**src/rtl/map_pkg.sv**
```systemverilog
// Shared map geometry, pixel width and writer FSM state encoding.
package map_pkg;

  localparam int MAP_W      = 160;
  localparam int MAP_H      = 90;
  localparam int MAP_DEPTH  = MAP_W * MAP_H;
  localparam int MAP_ADDR_W = $clog2(MAP_DEPTH);
  localparam int PIX_W      = 4;

  typedef enum logic {
    ST_IDLE = 1'b0,
    ST_FILL = 1'b1
  } map_state_e;

endpackage

```
**src/rtl/map_addr_calc.sv**
```systemverilog
// Row-major cell address y*WIDTH+x; the 160-wide map uses shift-add instead of a multiplier.
module map_addr_calc #(
  parameter int WIDTH  = map_pkg::MAP_W,
  parameter int ADDR_W = map_pkg::MAP_ADDR_W
) (
  input  logic [7:0]        x,
  input  logic [6:0]        y,
  output logic [ADDR_W-1:0] addr
);

  generate
    if (WIDTH == 160) begin : g_shift_add
      // 160 = 128 + 32
      assign addr = ADDR_W'((32'(y) << 7) + (32'(y) << 5) + 32'(x));
    end else begin : g_generic
      assign addr = ADDR_W'(32'(y) * 32'(WIDTH) + 32'(x));
    end
  endgenerate

endmodule

```
**src/rtl/map_ram_writer.sv**
```systemverilog
// Map RAM write port: single-cell requests plus a whole-map fill engine that is
// compiled in only when MAP_WR_FILL_EN is defined.
module map_ram_writer #(
  parameter int WIDTH  = map_pkg::MAP_W,
  parameter int HEIGHT = map_pkg::MAP_H,
  parameter int PIX_W  = map_pkg::PIX_W
) (
  input  logic                            pixel_clk_in,
  input  logic                            rst_in,
  input  logic                            req_valid_in,
  output logic                            req_ready_out,
  input  logic [7:0]                      req_x_in,
  input  logic [6:0]                      req_y_in,
  input  logic [PIX_W-1:0]                req_color_in,
  input  logic                            fill_start_in,
  input  logic [PIX_W-1:0]                fill_color_in,
  output logic                            busy_out,
  output logic [$clog2(WIDTH*HEIGHT)-1:0] ram_addr_out,
  output logic [PIX_W-1:0]                ram_data_out,
  output logic                            ram_we_out,
  output logic [15:0]                     drop_count_out
);
  import map_pkg::*;

  localparam int DEPTH  = WIDTH * HEIGHT;
  localparam int ADDR_W = $clog2(DEPTH);

  map_state_e        state;
  logic [ADDR_W-1:0] req_addr;
  logic              req_in_bounds;
  logic              req_accept;

  assign req_in_bounds = (int'(req_x_in) < WIDTH) && (int'(req_y_in) < HEIGHT);
  assign req_accept    = req_valid_in && req_ready_out;

  map_addr_calc #(
    .WIDTH  (WIDTH),
    .ADDR_W (ADDR_W)
  ) u_addr_calc (
    .x    (req_x_in),
    .y    (req_y_in),
    .addr (req_addr)
  );

`ifdef MAP_WR_FILL_EN
  logic [ADDR_W-1:0] fill_cnt;
  logic [PIX_W-1:0]  fill_color;
  logic              fill_last;
`else
  logic unused_fill_inputs;
  assign unused_fill_inputs = ^{fill_start_in, fill_color_in};
  assign busy_out           = 1'b0;
`endif

  // NOTE: all state uses non-blocking assignments so every register samples
  // pre-edge values; the async reset clears every register, including outputs.
  always_ff @(posedge pixel_clk_in or negedge rst_in) begin
    if (!rst_in) begin
      state          <= ST_IDLE;
      req_ready_out  <= 1'b0;
      ram_we_out     <= 1'b0;
      ram_addr_out   <= '0;
      ram_data_out   <= '0;
      drop_count_out <= '0;
`ifdef MAP_WR_FILL_EN
      busy_out       <= 1'b0;
      fill_cnt       <= '0;
      fill_color     <= '0;
      fill_last      <= 1'b0;
`endif
    end else begin
      ram_we_out <= 1'b0;
      case (state)
        ST_IDLE: begin
          if (req_accept) begin
            if (req_in_bounds) begin
              ram_we_out   <= 1'b1;
              ram_addr_out <= req_addr;
              ram_data_out <= req_color_in;
            end else if (drop_count_out != 16'hFFFF) begin
              drop_count_out <= drop_count_out + 16'd1;
            end
          end
`ifdef MAP_WR_FILL_EN
          // A fill started alongside a request writes the request this edge,
          // then address 0 on the next.
          if (fill_start_in) begin
            state         <= ST_FILL;
            busy_out      <= 1'b1;
            req_ready_out <= 1'b0;
            fill_color    <= fill_color_in;
            fill_cnt      <= '0;
            fill_last     <= 1'b0;
          end else begin
            req_ready_out <= 1'b1;
          end
`else
          req_ready_out <= 1'b1;
`endif
        end
`ifdef MAP_WR_FILL_EN
        ST_FILL: begin
          if (fill_last) begin
            state         <= ST_IDLE;
            busy_out      <= 1'b0;
            req_ready_out <= 1'b1;
          end else begin
            ram_we_out   <= 1'b1;
            ram_addr_out <= fill_cnt;
            ram_data_out <= fill_color;
            fill_cnt     <= fill_cnt + 1'b1;
            fill_last    <= (fill_cnt == ADDR_W'(DEPTH - 1));
          end
        end
`endif
        default: begin
          state         <= ST_IDLE;
          req_ready_out <= 1'b1;
        end
      endcase
    end
  end

endmodule

```
**config.mk**
```make
export PLATFORM = sky130hd
export DESIGN_NAME = map_ram_writer
export DESIGN_NICKNAME = d
export VERILOG_FILES = /design/src/rtl/map_pkg.sv /design/src/rtl/map_addr_calc.sv /design/src/rtl/map_ram_writer.sv
export SDC_FILE = /design/constraint.sdc
export NUM_CORES = 1
export LEC_CHECK = 0
export CAP_MARGIN = 20
export CORE_MARGIN = 5
export CORE_UTILIZATION = 50
export DETAILED_ROUTE_END_ITERATION = 12
export GPL_TIMING_DRIVEN = 0
export PLACE_DENSITY = 0.89
export SETUP_SLACK_MARGIN = 0.4
export SLEW_MARGIN = 15
export SYNTH_ARGS = -nofsm -noshare
export SYNTH_HDL_FRONTEND = slang
export SYNTH_HIERARCHICAL = 1
export SYNTH_SLANG_ARGS = --single-unit
```
**constraint.sdc**
```tcl
create_clock -name pixel_clk_in -period 3.8 [get_ports pixel_clk_in]
set_input_delay 0.95 -clock pixel_clk_in [delete_from_list [all_inputs] [get_ports pixel_clk_in]]
set_output_delay 0.95 -clock pixel_clk_in [all_outputs]
set_load 0.01 [all_outputs]
```
==> flow_metrics.py <==
metrics = {
    "outcome": {
        "outcome": "completed",
    },
    "route": {
        "drt_iter0_drc": 63,
        "ant_nets": 0,
        "vias": 1534,
        "post-route-drc-count": 0,
        "wl_mm": 4.29,
        "first_pass_iters": 4,
        "viasPerCell": 5.36,
        "wire_per_inst_um": 15.0,
    },
    "cells_and_area": {
        "drive_gt1_frac": 0.237,
        "finalInstanceArea_um2": 2790,
        "nNetsFinal": 278,
        "syn2layout_area_growth_pct": 33.9,
        "fillers": 299,
        "insertedDiodeCount": 0,
    },
    "die": {
        "placementRows": 23,
        "io_pins": 64,
        "start_util": 0.518,
        "fp.dieArea_um2": 5570,
        "die_w_um": 74.6,
        "core-area_um2": 4030,
        "die_y_um": 74.6,
    },
    "cts": {
        "ctsLongestPathBuffers": 2,
        "cts.reportedPaths.clkPinSlew_ps": 70,
        "h-tree-depth": 2,
        "clock_latency_ps": 280,
        "cts_tree": "built",
        "numCtsBuffers": 5,
        "cts_sinks": 36,
        "hold_buffers": 0,
        "clock-root-buffer": "clkbuf_8",
    },
    "placement": {
        "gp_congestion": 0.828,
        "place_area_um2": 2690,
        "hpwl_mm": 3.36,
        "portBuffers": 52,
    },
    "sta": {
        "final-hold-violation-count": 0,
        "grt_setup_unrepaired": "no",
        "post-route-min-period_ps": 3340,
        "fin_tns_setup_ps": 0,
        "whs_ps": 489,
        "final-setup-viol-count": 0,
        "report.final.slew_viol_count": 0,
        "fmax_mhz": 299,
        "fin_skew_ps": 3.21,
        "period_share": 0.879,
    },
    "synth": {
        "syn-mean-instance-area_um2": 12.0,
        "syn_inst": 174,
        "yosys-top-cells-count": "dfrtp_1, mux2_2, xor2_1, ha_1, inv_1",
        "synth_top_area_frac": 0.432,
        "yosysWarnings": 6,
        "synth_cell_types": 43,
        "post-synth-top-count-cell": "dfrtp_1",
        "async_flop_share": 1.00,
        "synth_flop_cell": "dfrtp_1",
        "synth-seq-cells": 36,
        "synth_area_leaders": "dfrtp_1, mux2_2, ha_1",
        "yosysSeqAreaShare": 0.432,
        "synth_edf_count": 0,
        "synth_nets": 217,
        "yosysTopAreaCell": "dfrtp_1",
        "synthesis.area_um2": 2090,
    },
    "setup_path": {
        "critical_path_class": "input port to flop",
        "rr_startpoint": "drop_count_out[0]$_DFFE_PN0P_",
        "worstPathArrival_ps": 3510,
        "r2r_slack_ps": 1840,
        "end_kind": "flop",
        "path_max_fanout": 3,
        "worstSetupStartpointType": "input port",
        "worstPathRequired_ps": 3970,
        "crit_path_start": "req_y_in[2]",
    },
    "hold_path": {
        "hold_class": "flop to flop",
        "hold_start": "drop_count_out[11]$_DFFE_PN0P_",
    },
    "power": {
        "powerDensity_nw_per_um2": 456,
        "leakage_nw": 1.28,
        "peakVddDrop_uv": 366,
    },
    "job": {
        "cap_violations": 0,
    },
    "grt": {
        "grt_max_degree": 23,
        "grt_pass1_vias": 1571,
        "track_usage": 0.174,
        "grt_overflow_total": 0,
        "grt_pass1_wl_mm": 7.36,
        "antenna_found_initial": 0,
    },
}
timing repair:
action / CTS / global route
endpoints found under the setup margin: 1 / 1
gates resized for setup: 0 / 1
pin swaps: 1 / 2
buffers inserted: 0 / 1
critical path, cell delays in order:
cell             delay (ps)
clkdlybuf4s50_1         510
inv_1                    70
fa_1                    560
inv_1                    60
ha_1                    290
a21oi_2                 140
nor2b_2                  60
a311oi_2                310
a21oi_1                 140
xor2_1                  150
mux2_2                  260
cell type report:
| cell class | count | area [um^2] | area share |
|---|---|---|---|
| Tap cell | 50 | 62.6 | 0.0224 |
| Clock buffer | 8 | 90.1 | 0.0322 |
| Inverter | 10 | 37.5 | 0.0134 |
| Buffer | 10 | 77.6 | 0.0278 |
| Multi-Input combinational cell | 118 | 1070 | 0.385 |
| Sequential cell | 36 | 901 | 0.322 |
| Timing Repair Buffer | 54 | 551 | 0.197 |
flip-flops by register name, summed over array words and instances, names as in the netlist:
register,cells
ram_we_out,1
req_ready_out,1
ram_data_out,4
drop_count_out,16
ram_addr_out,14
metrics by stage:
step | power (W) | instances | worst slack, ps | util
2_1_floorplan | 0.000760 | 174 | 778 | -
3_3_place_gp | 0.000993 | 276 | 138 | 0.663
3_5_place_dp | 0.00101 | 277 | 99.6 | 0.668
4_1_cts | 0.00129 | 285 | 442 | 0.691
5_1_grt | 0.00136 | 286 | 371 | 0.693
6_report | 0.00127 | 286 | 459 | 0.693
kinds of logic after synthesis:
group | count (synthesis) | share of synthesized area
multiplexers | 19 | 0.103
AND/OR/NAND/NOR | 49 | 0.174
XOR/XNOR | 20 | 0.0839
buffers and inverters | 20 | 0.0552
other | 2 | 0.00360
adder cells (fa/ha/maj) | 16 | 0.103
AO/OA/AOI/OAI | 12 | 0.0462
flip-flops | 36 | 0.432
cell usage in the layout (no fill, tap or decap), types with 2 or more instances in the layout:
master           instances
ha_1                    14
conb_1                   2
nand3_1                  5
nand4_1                  4
o21ai_0                  2
buf_6                    2
clkdlybuf4s50_1         51
xor2_1                  16
buf_4                    7
fa_1                     2
nor4_1                   3
dfrtp_1                 36
buf_2                    3
nor3_1                   4
nor2_1                   3
inv_1                   10
and3_1                   2
clkbuf_8                 6
a21oi_1                  3
nor4_2                   5
nand2_1                  8
clkbuf_1                 2
mux2_2                  18
xnor2_1                  4
routing by layer:
metal	wire length, um	up-vias	GRT usage
met1	1790	744	0.214
li1	-	733	-
met5	0	-	0
met4	93	0	0.0751
met2	2140	47	0.295
met3	265	10	0.0365
path summary, 6_finish.rpt:
path / end / cells past startpoint
max: ram_addr_out[13]$_DFFE_PN0P_ / 11
min: drop_count_out[11]$_DFFE_PN0P_ / 1
max reg2reg: drop_count_out[1]$_DFFE_PN0P_ / 5
min reg2reg: drop_count_out[11]$_DFFE_PN0P_ / 1
max in group asynchronous: drop_count_out[8]$_DFFE_PN0P_ / 2
min in group asynchronous: req_ready_out$_DFF_PN0_ / 1
power by group:
group | internal (W) | total, W | switching (W)
clock network | 0.000148 | 0.000273 | 0.000125
registers | 0.000472 | 0.000546 | 0.0000741
logic | 0.000279 | 0.000456 | 0.000177
total | 0.000898 | 0.00127 | 0.000376
No activity file was read; power rests on OpenSTA's default activity.
